<file path="src/rtl/pipe_beat_assembler_pkg.sv">
// rtl/pipe_beat_assembler_pkg.sv - shared constants and state type for the pipe beat assembler/serializer
//
// Purpose: beat/message geometry, header field offsets and the frame FSM
// state type, shared by the P2M-side assembler and the M2P-side serializer.
// Ports: none (package).

package pipe_beat_assembler_pkg;

  localparam int BEAT_WIDTH    = 32;
  localparam int METHOD_WIDTH  = 16;
  localparam int PAYLOAD_WORDS = 4;
  localparam int PAYLOAD_WIDTH = PAYLOAD_WORDS * BEAT_WIDTH;
  localparam int MSG_WIDTH     = METHOD_WIDTH + PAYLOAD_WIDTH;

  // Header beat layout: {method, len}
  localparam int METHOD_HI = 31;
  localparam int METHOD_LO = 16;
  localparam int LEN_HI    = 15;
  localparam int LEN_LO    = 0;
  localparam int LEN_WIDTH = LEN_HI - LEN_LO + 1;

  localparam int IDX_WIDTH = (PAYLOAD_WORDS > 1) ? $clog2(PAYLOAD_WORDS) : 1;

  typedef enum logic [1:0] {
    ST_IDLE    = 2'd0,
    ST_COLLECT = 2'd1,
    ST_DISCARD = 2'd2,
    ST_SEND    = 2'd3
  } pba_state_e;

endpackage

</file>
<file path="src/rtl/pipe_sat_counter.sv">
// rtl/pipe_sat_counter.sv - saturating event counter
//
// Purpose: counts single-cycle increment pulses, sticking at all-ones.
// Ports:
//   CLK      in   clock
//   RST      in   synchronous active-high reset, clears the count
//   i_inc    in   increment request for this cycle
//   o_count  out  current count (WIDTH bits)

module pipe_sat_counter #(
  parameter int WIDTH = 16
) (
  input  logic             CLK,
  input  logic             RST,
  input  logic             i_inc,
  output logic [WIDTH-1:0] o_count
);

  logic [WIDTH-1:0] r_count;

  always_ff @(posedge CLK) begin
    if (RST) begin
      r_count <= '0;
    end else if (i_inc && (r_count != {WIDTH{1'b1}})) begin
      r_count <= r_count + WIDTH'(1);
    end
  end

  assign o_count = r_count;

endmodule

</file>
<file path="src/rtl/pipe_beat_assembler.sv">
// rtl/pipe_beat_assembler.sv - assembles host beats into {method, payload} pipe messages
//
// Purpose: takes a header beat {method, len} followed by len payload beats
// and presents one {method, payload} message on an ENA/RDY enq interface.
// Frames with len > PAYLOAD_WORDS are swallowed and counted.
// Ports:
//   CLK            in   clock
//   RST            in   synchronous active-high reset
//   beat_enq__ENA  in   beat valid (only while beat_enq__RDY)
//   beat_enq__v    in   beat data
//   beat_enq__RDY  out  assembler accepts a beat this cycle
//   msg_enq__ENA   out  assembled message valid
//   msg_enq__v     out  {method, payload}, payload word k at [32k+31:32k]
//   msg_enq__RDY   in   downstream accepts the message
//   err_count      out  saturating count of dropped frames
//   busy           out  not idle

module pipe_beat_assembler
  import pipe_beat_assembler_pkg::*;
#(
  parameter int ERR_WIDTH = 16
) (
  input  logic                  CLK,
  input  logic                  RST,
  input  logic                  beat_enq__ENA,
  input  logic [BEAT_WIDTH-1:0] beat_enq__v,
  output logic                  beat_enq__RDY,
  output logic                  msg_enq__ENA,
  output logic [MSG_WIDTH-1:0]  msg_enq__v,
  input  logic                  msg_enq__RDY,
  output logic [ERR_WIDTH-1:0]  err_count,
  output logic                  busy
);

  pba_state_e                                  r_state;
  logic [IDX_WIDTH-1:0]                        r_idx;
  logic [LEN_WIDTH-1:0]                        r_remaining;
  logic [METHOD_WIDTH-1:0]                     r_method;
  logic [PAYLOAD_WORDS-1:0][BEAT_WIDTH-1:0]    r_payload;

  logic                    w_beat_fire;
  logic [LEN_WIDTH-1:0]    w_hdr_len;
  logic [METHOD_WIDTH-1:0] w_hdr_method;
  logic                    w_oversize;
  logic                    w_drop;
  logic                    w_last_beat;

  assign w_beat_fire  = beat_enq__ENA && beat_enq__RDY;
  assign w_hdr_len    = beat_enq__v[LEN_HI:LEN_LO];
  assign w_hdr_method = beat_enq__v[METHOD_HI:METHOD_LO];
  assign w_oversize   = (w_hdr_len > LEN_WIDTH'(PAYLOAD_WORDS));
  assign w_drop       = w_beat_fire && (r_state == ST_IDLE) && w_oversize;
  assign w_last_beat  = (r_remaining == LEN_WIDTH'(1));

  always_ff @(posedge CLK) begin
    if (RST) begin
      r_state     <= ST_IDLE;
      r_idx       <= '0;
      r_remaining <= '0;
      r_method    <= '0;
      r_payload   <= '0;
    end else begin
      case (r_state)
        ST_IDLE: begin
          if (w_beat_fire) begin
            // Header: start a fresh message so short frames leave zero words.
            r_method    <= w_hdr_method;
            r_payload   <= '0;
            r_idx       <= '0;
            r_remaining <= w_hdr_len;
            if (w_hdr_len == '0) begin
              r_state <= ST_SEND;
            end else if (w_oversize) begin
              r_state <= ST_DISCARD;
            end else begin
              r_state <= ST_COLLECT;
            end
          end
        end
        ST_COLLECT: begin
          if (w_beat_fire) begin
            r_payload[r_idx] <= beat_enq__v;
            r_idx            <= r_idx + IDX_WIDTH'(1);
            r_remaining      <= r_remaining - LEN_WIDTH'(1);
            if (w_last_beat) begin
              r_state <= ST_SEND;
            end
          end
        end
        ST_DISCARD: begin
          if (w_beat_fire) begin
            r_remaining <= r_remaining - LEN_WIDTH'(1);
            if (w_last_beat) begin
              r_state <= ST_IDLE;
            end
          end
        end
        ST_SEND: begin
          // Message register is left intact after the transfer.
          if (msg_enq__RDY) begin
            r_state <= ST_IDLE;
          end
        end
        default: r_state <= ST_IDLE;
      endcase
    end
  end

  assign beat_enq__RDY = (r_state != ST_SEND);
  assign msg_enq__ENA  = (r_state == ST_SEND);
  assign msg_enq__v    = {r_method, r_payload};
  assign busy          = (r_state != ST_IDLE);

  pipe_sat_counter #(
    .WIDTH (ERR_WIDTH)
  ) u_err_cnt (
    .CLK     (CLK),
    .RST     (RST),
    .i_inc   (w_drop),
    .o_count (err_count)
  );

endmodule

</file>
<file path="config.mk">
export PLATFORM = sky130hd
export DESIGN_NAME = pipe_beat_assembler
export DESIGN_NICKNAME = d
export VERILOG_FILES = /design/src/rtl/pipe_beat_assembler_pkg.sv /design/src/rtl/pipe_sat_counter.sv /design/src/rtl/pipe_beat_assembler.sv
export SDC_FILE = /design/constraint.sdc
export NUM_CORES = 1
export LEC_CHECK = 0
export BUFFER_PORTS_ARGS = -buffer_cell sky130_fd_sc_hd__buf_2
export CORE_MARGIN = 5
export CORE_UTILIZATION = 52
export CTS_CLUSTER_DIAMETER = 150
export CTS_CLUSTER_SIZE = 28
export DETAILED_ROUTE_END_ITERATION = 6
export PLACE_DENSITY = 0.8
export SYNTH_ARGS = -nofsm -noshare
export SYNTH_HDL_FRONTEND = slang
export SYNTH_SLANG_ARGS = --single-unit
</file>
<file path="constraint.sdc">
create_clock -name CLK -period 2.7 [get_ports CLK]
set_clock_uncertainty 0.2 [all_clocks]
set_input_delay 0.27 -clock CLK [delete_from_list [all_inputs] [get_ports CLK]]
set_output_delay 0.27 -clock CLK [all_outputs]
set_load 0.005 [all_outputs]
</file>
Word-level counts from Yosys, hierarchy flattened. Cells that the tools add are included.

Register bits: 180. Bits in latches: 0. Bits in writable memories: 0. ROM bits: 0. Input port bits: 36. Output and inout bits: 163. Word-level logic and storage cells: 64. Memories: 0.

$add $sub $neg: 3. $mul: 0. Div/mod/pow operators: 0. $lt $le $gt $ge: 3. Equality and inequality tests: 13. Shifts and indexed selects: 0. Mux-type cells: 21. Bitwise logic cells: 0. Reductions and logical operators: 15.

Operators with widths (count): two-way mux 128 bit (2); one-hot mux 128 bit (2 select lines) (1); bitwise mux 128 bit (1); demux 32 bit (select 2 bit) (1); two-way mux 16 bit (2); two-way mux 32 bit (1); one-hot mux 16 bit (2 select lines) (1); two-way mux 2 bit (10); adder 16 x 1 -> 16 bit (second input constant) (1); equality test 16 x 1 -> 1 bit (second input constant) (1); > comparator 16 x 3 -> 1 bit (second input constant) (1); zero test 16 bit (1); != test 16 bit (second input constant) (1); subtractor 16 x 1 -> 16 bit (second input constant) (1); != test 2 bit (second input constant) (6); one-hot mux 2 bit (4 select lines) (1); AND reduction 3 bit (2); AND reduction 6 bit (1); nonzero test 2 bit (3); logical AND 1 bit (5); equality test 2 bit (second input constant) (2); != test 2 x 1 -> 1 bit (second input constant) (2); one-hot mux 2 bit (2 select lines) (1); < comparator 2 x 3 -> 1 bit (second input constant) (1); 6 further kinds (6).

Depth between registers and ports, before layout. Gate-level depths: netlist (run 1).

Depth after elaboration: 7. Gate-level depth with buffers: 9. Depth with buffers taken out: 7.

Hierarchy. Synthesis (run 1) repeated with hierarchy kept, for this count alone.

Cell total of the unflattened synthesis: 801. Area total of the unflattened synthesis: 7100.6 um2.

By module, submodules not included: pipe_beat_assembler (instances 1, cells an instance 702, area each 6252.2 um2, seq. area each 3283.1 um2); pipe_sat_counter (instances 1, cells an instance 99, area each 848.3 um2, seq. area each 320.3 um2).

Worst setup path before layout (run 1). OpenSTA, ideal clock, no wires.

Path type: flip-flop to flip-flop. Start point: register r_state[1]. End point: register r_remaining[4]. Library setup time: 0.128 ns. Arrival: 1.751 ns. Required time: 2.372 ns. Slack: 0.621 ns. Stages on the path, launching flop included: 10. Buffers on the path: 2. Clock period less this slack: 2.079 ns. Cell sequence: dfxtp_1 > inv_1 > ha_1 > buf_2 > inv_1 > a21oi_1 > buf_2 > o21ai_0 > a21oi_1 > nor2_1.

Cells in the longest elaborated chain, start to end: 4. Elaborated cells on any way between the ends: 11. Those cells by class: eq/ne: 5; mux: 1; reduce/logical: 5.

RTL lines: start: declaration (line pipe_beat_assembler.sv:35) `pba_state_e r_state;`; start signal: assignment (line pipe_beat_assembler.sv:57) `r_state <= ST_IDLE;`; start signal: assignment (line pipe_beat_assembler.sv:72) `r_state <= ST_SEND;`; start signal: assignment (line pipe_beat_assembler.sv:74) `r_state <= ST_DISCARD;`; equality test 2 bit (tied with other cells) (line pipe_beat_assembler.sv:63) `case (r_state)`; OR reduction 2 bit (no source line) / logical AND 1 bit (equally long branches); != test 2 x 1 -> 1 bit (no source line) (tied with other cells); AND reduction 3 bit (no source line); end signal: assignment (line pipe_beat_assembler.sv:70) `r_remaining <= w_hdr_len;`; end signal: assignment (line pipe_beat_assembler.sv:84) `r_remaining <= r_remaining - LEN_WIDTH'(1);`; end signal: assignment (line pipe_beat_assembler.sv:92) `r_remaining <= r_remaining - LEN_WIDTH'(1);`; end: declaration (line pipe_beat_assembler.sv:37) `logic [LEN_WIDTH-1:0] r_remaining;`.

Several ways; a longest one is shown, not always the timed one. A chain may end at the register's enable or synchronous reset.

Worst setup path after layout (run 1).
Start point: register r_state[0]. End point: register r_payload (netlist bit msg_enq__v[47]).

Cells in the longest elaborated chain, start to end: 4. Elaborated cells on any way between the ends: 9. Those cells by class: eq/ne: 4; mux: 1; reduce/logical: 4.

RTL lines: != test 2 bit (line pipe_beat_assembler.sv:109) `assign beat_enq__RDY = (r_state != ST_SEND);`; logical AND 1 bit (line pipe_beat_assembler.sv:48) `assign w_beat_fire = beat_enq__ENA && beat_enq__RDY;`; != test 2 bit (no source line); AND reduction 3 bit (no source line); end signal: indexed assignment (line pipe_beat_assembler.sv:82) `r_payload[r_idx] <= beat_enq__v;`; end: declaration (line pipe_beat_assembler.sv:39) `logic [PAYLOAD_WORDS-1:0][BEAT_WIDTH-1:0] r_payload;`.

Several ways; a longest one is shown, not always the timed one.

==> results by group, run 1 <==
STA
  • Crit share post-route: 87.0%
  • Max Slew Vio Count: 0
  • Final setup viols: 0
  • Unrepaired setup endpoints after global routing: no
  • TNS Setup: 0 ns
  • Fmax: 426 MHz
  • Post-layout minimum cycle time: 2.35 ns
  • Slew headroom: 52.3%
  • Final-report hold violation count: 0
  • Least-Margin Pin Slew: 0.711 ns

Power
  • P_sw: 0.00252 W
  • Sw frac: 32.9%
  • Combinational Power Share: 26.2%
  • Maximum vdd drop: 0.712 mV
  • Power per cell area: 850 nW/um2
  • Leak pwr: 3.83 nW
  • Reg power frac: 40.3%
  • Cell-internal power: 0.00515 W
  • Clock power frac: 33.5%

Yosys
  • Synthesized netlist net count: 840
  • Number of synthesized flops with an enable pin: 0
  • Most numerous cell in the Yosys netlist: dfxtp_1
  • Fraction of registers with async set/reset: 0%
  • Synth unique cells: 60
  • Syn_area_per_cell: 8.93 um2
  • Synthesized flop and latch total: 180
  • Synth Area in Adders: 2.12%
  • Synth top cells by count: dfxtp_1 (180), nor2_1 (146), a22oi_1 (128)
  • Post-Syn Area: 7080 um2
  • Mapped Cells: 792
  • Syn. warnings: 0
  • Yosys top cell area share: 50.9%
  • Post-synth top area cell: dfxtp_1
  • Xor/xnor share of the synthesized area: 0%
  • Top_reg_cell synth: dfxtp_1
  • Post-synthesis sequential area ratio: 50.9%
  • Post-synthesis compound-gate area fraction: 23.9%
  • Mux share of post-synthesis cell area: 0.725%
  • Combinational family with the most area after synthesis: compound AO/OA/AOI/OAI gates
  • Largest cells by area after synthesis: dfxtp_1 (51%), a22oi_1 (14%), nor2_1 (7.7%)
  • Post-Synth Simple-Gate Area: 17.9%

Status
  • Status: complete, no violations

Finish
  • Diodes inserted: 0
  • Synth-to-layout area growth: 27.5%
  • Final std cells w/o fill: 1174
  • Final nets: 1033
  • Layout cells sized above 1: 27.2%
  • Final core utilization: 67.8%

Hold path
  • Hold path endpoint: msg_enq__v[68]
  • Hold path start: beat_enq__v[4]
  • Hold Path Class: primary input to register
  • Worst Hold Depth: 3

Drt
  • DR vias: 6859
  • Pre-antenna DRT Iters: 5
  • Per-cell routed wire length: 18.4 um
  • Drt total wl: 21600 um
  • Final ANT Viol Nets: 0
  • Vias per inst: 5.84
  • DRT iter0 DRCs: 509
  • Drc violations: 0

Setup path
  • Max stage delay on crit path: 0.40 ns
  • Worst Path Buf+Inv: 2
  • R2R Path End: msg_enq__v[47]
  • Crit-path leading delay family: simple AND/OR/NAND/NOR gates
  • Setup CP Type: register to register
  • Worst-path fanout max: 32
  • Critical path cell sequence: ha_1, nor2b_1, buf_4, and2_1, buf_4, a22oi_1, nor2_1
  • Arrival time at the worst endpoint: 2.50 ns
  • Reg-to-reg startpoint: r_state[0]
  • Crit. Startpoint: r_state[0]
  • Crit end category: register
  • Crit path top cell by count: buf_4
  • Reg2Reg Depth: 7
  • Max stage delay cell, worst path: nor2b_1
  • Req. time, crit path: 2.85 ns
  • R2r setup slk: 0.35 ns
  • CP Launch Type: register

Clock network
  • H-tree levels: 4
  • Post-CTS setup buffers: 0
  • CTS Sinks: 180
  • Clock-pin slew on the worst setup and hold paths: 0.07 ns
  • Clock Root Buffer: clkbuf_16
  • Clk Latency, worst-skew pair: 0.43 ns
  • CTS tree: built
  • Buffer levels on the longest clock path: 2
  • TritonCTS Buffers: 17

Die
  • Die Wd: 127 um
  • Initial Util: 53.2%
  • Die Y: 127 um
  • Core Area: 13300 um2
  • Io pins: 199
  • FP Rows: 42
  • Die area: 16000 um2

Place
  • Dpl hpwl: 14200 um
  • DP Cell Count: 1125
  • GP Congestion: 0.818
  • PortBufs: 198

Flow run
  • Max-Cap Viols: 0

GRT
  • Pin count of the biggest net entering global routing: 87
  • First-pass GRT wire length: 34600 um
  • Overall Global Routing Usage: 26.6%
  • GR Overflow Total: 0
  • Vias in the first global route: 6555
  • Antenna violations before repair: 0
-- worst register-to-register path, cell delays in order, from the launching register on --
cell and delay (ns):
dfxtp_1 0.33, ha_1 0.25, nor2b_1 0.40, buf_4 0.26, and2_1 0.14, buf_4 0.35, a22oi_1 0.19, nor2_1 0.16
-- how the worst max path moves through the flow --
stage	to	slack (ns)	cells past startpoint
6_report	msg_enq__v[47]	0.35	7
5_1_grt	msg_enq__v[125]	0.21	7
4_1_cts	r_remaining[7]	0.28	5
3_5_place_dp	r_remaining[7]	0.31	5
3_3_place_gp	r_remaining[6]	0.37	6
2_1_floorplan	r_remaining[4]	0.62	9
-- cells in the final DEF (no fill, tap or decap), types with 9 or more instances in the layout --
cell type        n
inv_1           12
nand2_1         50
o21ai_0         28
a22oi_1        128
buf_2          197
and2_1          11
nand3_1          9
clkbuf_16       17
or3_1           13
nor3_1          11
dlygate4sd3_1   17
ha_1            12
buf_4           21
nor2_1         146
dfxtp_1        180
a21oi_1         46
-- per-stage QoR --
stage / hold WS (ns) / power, W / cell area [um2] / worst slack, ns
6_report: 0.0185 / 0.00767 / 9020 / 0.351
5_1_grt: 0.0196 / 0.00809 / 9020 / 0.214
4_1_cts: 0.00301 / 0.00767 / 9020 / 0.281
2_1_floorplan: 0.206 / 0.00447 / 7080 / 0.621
3_5_place_dp: 0.244 / 0.00511 / 8230 / 0.314
3_3_place_gp: 0.240 / 0.00509 / 8230 / 0.375
-- metal layers --
| metal | part of all wire [%] | global-route usage [%] |
|---|---|---|
| met1 | 41 | 33.5 |
| met2 | 46 | 41.9 |
| met3 | 10 | 9.33 |
| met4 | 2.7 | 10.7 |
| met5 | 0 | 0 |
-- final cells by class --
type	instances	area, um2
fill	1063	4280
inverter	13	48.8
timing repair buffer	237	1350
clock buffer	21	470
tap	176	220
multi-input combinational	536	3170
clock inverter	11	150
sequential	180	3600
-- what timing repair did --
action	4_1_cts	5_1_grt
endpoints found under the hold margin	67	0
gates resized for setup	0	1
setup endpoints to repair	0	1
hold buffers	17	0
-- state kept, by name, indices dropped and copies added, names as in the netlist --
signal,flops
r_method,16
u_err_cnt.o_count,16
r_remaining,16
msg_enq__v,128
r_idx,2
r_state,2
-- power groups by stage --
| stage | combinational (W) | sequential (W) | clock [W] |
|---|---|---|---|
| 2_1_floorplan | 0.00135 | 0.00312 | 0 |
| 3_3_place_gp | 0.00196 | 0.00313 | 0 |
| 3_5_place_dp | 0.00197 | 0.00314 | 0 |
| 4_1_cts | 0.00199 | 0.00309 | 0.00259 |
| 5_1_grt | 0.00223 | 0.00312 | 0.00273 |
| 6_report | 0.00201 | 0.00309 | 0.00257 |
-- cell families (layout without fill, tap and decap cells) --
kind of cell | Yosys count | in the layout
mux | 5 | 5
buf+inv | 76 | 282
compound gates | 247 | 247
simple gates | 272 | 272
flops | 180 | 180
fa+ha+maj | 12 | 12
Note: power is estimated with default switching activity, not from simulation.
==> inputs of run 2 (changes only) <==
--- a/config.mk
+++ b/config.mk
@@ -12,6 +12,7 @@
 export CTS_CLUSTER_SIZE = 28
 export DETAILED_ROUTE_END_ITERATION = 6
 export PLACE_DENSITY = 0.8
+export REMOVE_ABC_BUFFERS = 1
 export SYNTH_ARGS = -nofsm -noshare
 export SYNTH_HDL_FRONTEND = slang
 export SYNTH_SLANG_ARGS = --single-unit
==> results by group, run 2 (synthesis results as in run 1) <==
Status
  • Status: complete, no violations (unchanged)

Setup path
  • Crit path top cell by count: nor2_1 (was buf_4)
  • Req. time, crit path: 2.86 ns (was 2.85 ns)
  • Worst-path fanout max: 24 (was 32)
  • Max stage delay cell, worst path: o21ai_2 (was nor2b_1)
  • Max stage delay on crit path: 0.44 ns (was 0.40 ns)
  • Arrival time at the worst endpoint: 2.46 ns (was 2.50 ns)
  • Critical path cell sequence: inv_1, ha_1, inv_2, nor2_1, buf_4, o21ai_2, buf_12, a22oi_1, nor2_1 (was ha_1, nor2b_1, buf_4, and2_1, buf_4, a22oi_1, nor2_1)
  • CP Launch Type: register (unchanged)
  • Setup CP Type: register to register (unchanged)
  • Crit end category: register (unchanged)

Die
  • Die Y: 127 um (unchanged)
  • Die area: 16000 um2 (unchanged)
  • Core Area: 13300 um2 (unchanged)
  • Initial Util: 53.2% (unchanged)
  • Die Wd: 127 um (unchanged)
  • Io pins: 199 (unchanged)
  • FP Rows: 42 (unchanged)

STA
  • Slew headroom: 65.5% (was 52.3%)
  • Final setup viols: 0 (unchanged)
  • Final-report hold violation count: 0 (unchanged)
  • WHS: 0.0160 ns (was 0.0185 ns)
  • TNS Setup: 0 ns (unchanged)
  • Crit share post-route: 85.1% (was 87.0%)
  • Least-Margin Pin Slew: 0.518 ns (was 0.711 ns)
  • Fmax: 435 MHz (was 426 MHz)
  • Max Slew Vio Count: 0 (unchanged)
  • Unrepaired setup endpoints after global routing: no (unchanged)
  • Post-layout minimum cycle time: 2.30 ns (was 2.35 ns)

Finish
  • Largest register FFs: 128 (unchanged)
  • FILL cells: 1039 (was 1063)
  • Diodes inserted: 0 (unchanged)
  • Layout cells sized above 1: 27.7% (was 27.2%)
  • Most common cell after layout, fill and taps aside: buf_2 (unchanged)
  • Final nets: 1039 (was 1033)
  • Commonest cells after routing, fill and taps aside: buf_2 (197), dfxtp_1 (180), nor2_1 (146), a22oi_1 (128), nand2_1 (50) (unchanged)
  • Synth-to-layout area growth: 28.5% (was 27.5%)

Drt
  • Vias per inst: 5.86 (was 5.84)
  • Per-cell routed wire length: 18.5 um (was 18.4 um)
  • Drc violations: 0 (unchanged)
  • Final ANT Viol Nets: 0 (unchanged)
  • Drt total wl: 21800 um (was 21600 um)
  • DR vias: 6918 (was 6859)
  • Pre-antenna DRT Iters: 6 (was 5)
  • DRT iter0 DRCs: 723 (was 509)

Power
  • Maximum vdd drop: 0.489 mV (was 0.712 mV)
  • Power per cell area: 850 nW/um2 (about the same)
  • Power, Total: 0.00772 W (was 0.00767 W)
  • Leak pwr: 3.88 nW (was 3.83 nW)

Clock network
  • Clk Latency, worst-skew pair: 0.42 ns (was 0.43 ns)
  • Buffer levels on the longest clock path: 2 (unchanged)
  • CTS tree: built (unchanged)
  • Cts repair resizes: 0 (unchanged)
  • CTS Sinks: 180 (unchanged)
  • TritonCTS Buffers: 17 (unchanged)
  • H-tree levels: 4 (unchanged)
  • Clock Root Buffer: clkbuf_16 (unchanged)
  • Clock-pin slew on the worst setup and hold paths: 0.07 ns (about the same)
  • Post-CTS setup buffers: 0 (unchanged)

GRT
  • Pin count of the biggest net entering global routing: 69 (was 87)
  • Overall Global Routing Usage: 26.5% (was 26.6%)
  • Antenna violations before repair: 0 (unchanged)
  • GR Overflow Total: 0 (unchanged)
  • Vias in the first global route: 6555 (unchanged)
  • First-pass GRT wire length: 34700 um (was 34600 um)

Place
  • GP Congestion: 0.869 (was 0.818)
  • PortBufs: 198 (unchanged)
  • Dpl hpwl: 14500 um (was 14200 um)

Flow run
  • Max-Cap Viols: 0 (unchanged)

Hold path
  • Hold Path Class: primary input to register (unchanged)
run 2: cell types whose count changed in the layout (fill, tap and decap cells not counted), sizes merged:
cell         previous run  this run
buf                   220       227
clkinvlp                4         1
clkinv                  3         5
inv                    14        16
bufinv                  3         2
dlygate4sd3            17        16
run 2: cell type report:
type | count | area [um2] | area share [%]
sequential | 180 | 3600 | 39.6
multi-input combinational | 536 | 3170 | 34.9
timing repair buffer | 243 | 1430 | 15.8
clock buffer | 21 | 470 | 5.17
tap | 176 | 220 | 2.42
clock inverter | 11 | 141 | 1.56
inverter | 13 | 48.8 | 0.537
run 2: through the flow:
| step | instances | setup slack, ns | area, um2 | util, % |
|---|---|---|---|---|
| 2_1_floorplan | 729 | -0.0873 | 6810 | - |
| 3_3_place_gp | 1132 | 0.588 | 8320 | 62.6 |
| 3_5_place_dp | 1132 | 0.454 | 8320 | 62.6 |
| 4_1_cts | 1180 | 0.422 | 9090 | 68.4 |
| 5_1_grt | 1180 | 0.227 | 9090 | 68.4 |
| 6_report | 1180 | 0.403 | 9090 | 68.4 |
run 2: path summary, 6_finish.rpt:
kind,from,endpoint,slack [ns],cells past startpoint
worst min-delay path,beat_enq__v[3],msg_enq__v[35],0.02,3
worst max-delay path,r_state[0],msg_enq__v[45],0.40,9
worst max register to register,r_state[0],msg_enq__v[45],0.40,9
worst min register to register,r_method[14],r_method[14],0.25,2
run 2: repair_timing:
action | in CTS | in global routing
hold buffers | 16 | 0
endpoints found under the hold margin | 75 | 0
endpoints found under the setup margin | 0 | 0
run 2: critical path: cells and delay by family, from the launching register on:
family / cells / cell delay, ns
buffers and inverters: 4 / 0.66
AOI/OAI and AO/OA: 2 / 0.53
DFF: 1 / 0.37
adders and majority gates: 1 / 0.28
and+or+nand+nor: 2 / 0.17
run 2: power by group:
group	internal, W	switching, W
clock network	0.00146	0.00107
registers	0.00288	0.000211
logic	0.000794	0.00132
total	0.00513	0.00259
run 2: routing by layer:
layer / GRT usage, % / part of all wire (%) / vias up / wire [um]
li1: - / - / 3240 / -
met4: 12.8 / 3.5 / 0 / 775
met2: 41.5 / 47 / 345 / 10300
met3: 6.68 / 9.5 / 55 / 2070
met1: 34.3 / 40 / 3278 / 8710
met5: 0 / 0 / - / 0
==> inputs of run 3 (changes only) <==
--- a/config.mk
+++ b/config.mk
@@ -6,12 +6,14 @@
 export NUM_CORES = 1
 export LEC_CHECK = 0
 export BUFFER_PORTS_ARGS = -buffer_cell sky130_fd_sc_hd__buf_2
+export CELL_PAD_IN_SITES_DETAIL_PLACEMENT = 0
+export CELL_PAD_IN_SITES_GLOBAL_PLACEMENT = 1
 export CORE_MARGIN = 5
-export CORE_UTILIZATION = 52
+export CORE_UTILIZATION = 38
 export CTS_CLUSTER_DIAMETER = 150
 export CTS_CLUSTER_SIZE = 28
 export DETAILED_ROUTE_END_ITERATION = 6
-export PLACE_DENSITY = 0.8
+export PLACE_DENSITY_LB_ADDON = 0.1
 export REMOVE_ABC_BUFFERS = 1
 export SYNTH_ARGS = -nofsm -noshare
 export SYNTH_HDL_FRONTEND = slang
==> results by group, run 3 (synthesis results as in run 1) <==
Drt
  • Final ANT Viol Nets: 0 (unchanged)
  • Pre-antenna DRT Iters: 5 (was 6)
  • Drc violations: 0 (unchanged)
  • DR vias: 6723 (was 6918)
  • Vias per inst: 5.43 (was 5.86)
  • DRT iter0 DRCs: 503 (was 723)
  • Drt total wl: 23700 um (was 21800 um)
  • Per-cell routed wire length: 19.2 um (was 18.5 um)

Setup path
  • Req. time, crit path: 2.83 ns (was 2.86 ns)
  • CP Launch Type: primary input (was register)
  • Setup CP Type: primary input to register (was register to register)
  • Crit end category: register (unchanged)
  • Worst-path fanout max: 11 (was 24)
  • Arrival time at the worst endpoint: 2.54 ns (was 2.46 ns)

Place
  • PortBufs: 198 (unchanged)
  • DP Worst Slack: 0.156 ns (was 0.454 ns)
  • Dpl hpwl: 16100 um (was 14500 um)
  • DP Cell Count: 1190 (was 1132)
  • GP Congestion: 0.798 (was 0.869)

GRT
  • Antenna violations before repair: 0 (unchanged)
  • Vias in the first global route: 6555 (unchanged)
  • Overall Global Routing Usage: 21.7% (was 26.5%)
  • Pin count of the biggest net entering global routing: 71 (was 69)
  • GR Overflow Total: 0 (unchanged)
  • First-pass GRT wire length: 37300 um (was 34700 um)

Die
  • Die area: 21400 um2 (was 16000 um2)
  • Initial Util: 38.2% (was 53.2%)
  • Die Wd: 146 um (was 127 um)
  • Core Area: 18500 um2 (was 13300 um2)
  • FP Rows: 50 (was 42)
  • Io pins: 199 (unchanged)
  • Die Y: 146 um (was 127 um)

Clock network
  • Clock-pin slew on the worst setup and hold paths: 0.07 ns (about the same)
  • TritonCTS Buffers: 17 (unchanged)
  • Clk Latency, worst-skew pair: 0.42 ns (about the same)
  • Clock Root Buffer: clkbuf_16 (unchanged)
  • Buffer levels on the longest clock path: 2 (unchanged)
  • CTS Sinks: 180 (unchanged)
  • CTS tree: built (unchanged)
  • Post-CTS setup buffers: 0 (unchanged)
  • H-tree levels: 4 (unchanged)

Power
  • Leak pwr: 3.86 nW (was 3.88 nW)
  • Maximum vdd drop: 0.520 mV (was 0.489 mV)
  • Power per cell area: 842 nW/um2 (was 850 nW/um2)
  • Power, Total: 0.00772 W (about the same)

Finish
  • Final std cells w/o fill: 1239 (was 1180)
  • Final core utilization: 49.5% (was 68.4%)
  • Most common cell after layout, fill and taps aside: buf_2 (unchanged)
  • Final nets: 1041 (was 1039)
  • Largest register FFs: 128 (unchanged)
  • Layout cells sized above 1: 27.7% (about the same)
  • Diodes inserted: 0 (unchanged)
  • Synth-to-layout area growth: 29.6% (was 28.5%)
  • Commonest cells after routing, fill and taps aside: buf_2 (197), dfxtp_1 (180), nor2_1 (146), a22oi_1 (128), nand2_1 (50) (unchanged)

STA
  • Slew headroom: 36.9% (was 65.5%)
  • Fmax: 415 MHz (was 435 MHz)
  • Unrepaired setup endpoints after global routing: no (unchanged)
  • Least-Margin Pin Slew: 0.943 ns (was 0.518 ns)
  • Post-layout minimum cycle time: 2.41 ns (was 2.30 ns)
  • Final-report hold violation count: 0 (unchanged)
  • Final setup viols: 0 (unchanged)
  • WHS: 0.0336 ns (was 0.0160 ns)
  • Max Slew Vio Count: 0 (unchanged)
  • Crit share post-route: 89.2% (was 85.1%)
  • Slack of the critical path: 0.290 ns (was 0.403 ns)

Status
  • Status: complete, no violations (unchanged)

Hold path
  • Hold Path Class: primary input to register (unchanged)

Flow run
  • Max-Cap Viols: 0 (unchanged)
-- run 3: cell types whose count changed in the layout (fill, tap and decap cells not counted), sizes merged --
cell         delta
clkinvlp        +2
o21ai           +1
clkinv          -3
bufinv          -1
dlygate4sd3     +1
inv             +2
clkbuf          -1
-- run 3: final timing paths --
| check | cells after the start | startpoint | slack [ns] | to |
|---|---|---|---|---|
| worst min register to register | 2 | r_method[9] | 0.25 | r_method[9] |
| worst max register to register | 7 | r_state[1] | 0.35 | msg_enq__v[92] |
| worst min-delay path | 3 | beat_enq__v[12] | 0.03 | msg_enq__v[108] |
| worst max-delay path | 7 | beat_enq__v[11] | 0.29 | u_err_cnt.o_count[14] |
-- run 3: area by class of cell --
type | count | area [um2]
fill | 1841 | 9350
tap | 234 | 293
clock inverter | 11 | 116
clock buffer | 20 | 457
inverter | 13 | 48.8
multi-input combinational | 537 | 3220
timing repair buffer | 244 | 1430
sequential | 180 | 3600
-- run 3: worst max-delay path, cell delays in order --
cell and delay, ns:
dlygate4sd3_1 0.53, buf_2 0.17, nor4_1 0.42, nand4_2 0.36
o21ai_4 0.37, nor2_1 0.12, a221oi_2 0.29
-- run 3: metrics by stage --
stage | cell area [um2] | TNS (ns)
after floorplan | 6810 | -0.104
after global placement | 8410 | 0
after detailed placement | 8410 | 0
after CTS | 9150 | 0
after global routing | 9170 | 0
final | 9170 | 0
-- run 3: layer usage --
layer / up-vias / global-route usage [%] / wire length (um)
li1: 3252 / - / -
met1: 3210 / 28.8 / 10700
met2: 239 / 34.0 / 10700
met3: 22 / 6.55 / 1930
met4: 0 / 7.06 / 351
met5: - / 0 / 0
-- run 3: what timing repair did --
item	in CTS	in global routing
hold endpoints to repair	81	0
hold buffers	17	0
endpoints found under the setup margin	0	11
resized for setup	0	1
-- run 3: where the power goes --
part           leakage (nW)  internal [W]  switching, W  total (W)
registers              1.46       0.00288      0.000213    0.00309
clock network         0.272       0.00134       0.00108    0.00242
logic                  2.13      0.000820       0.00140    0.00222
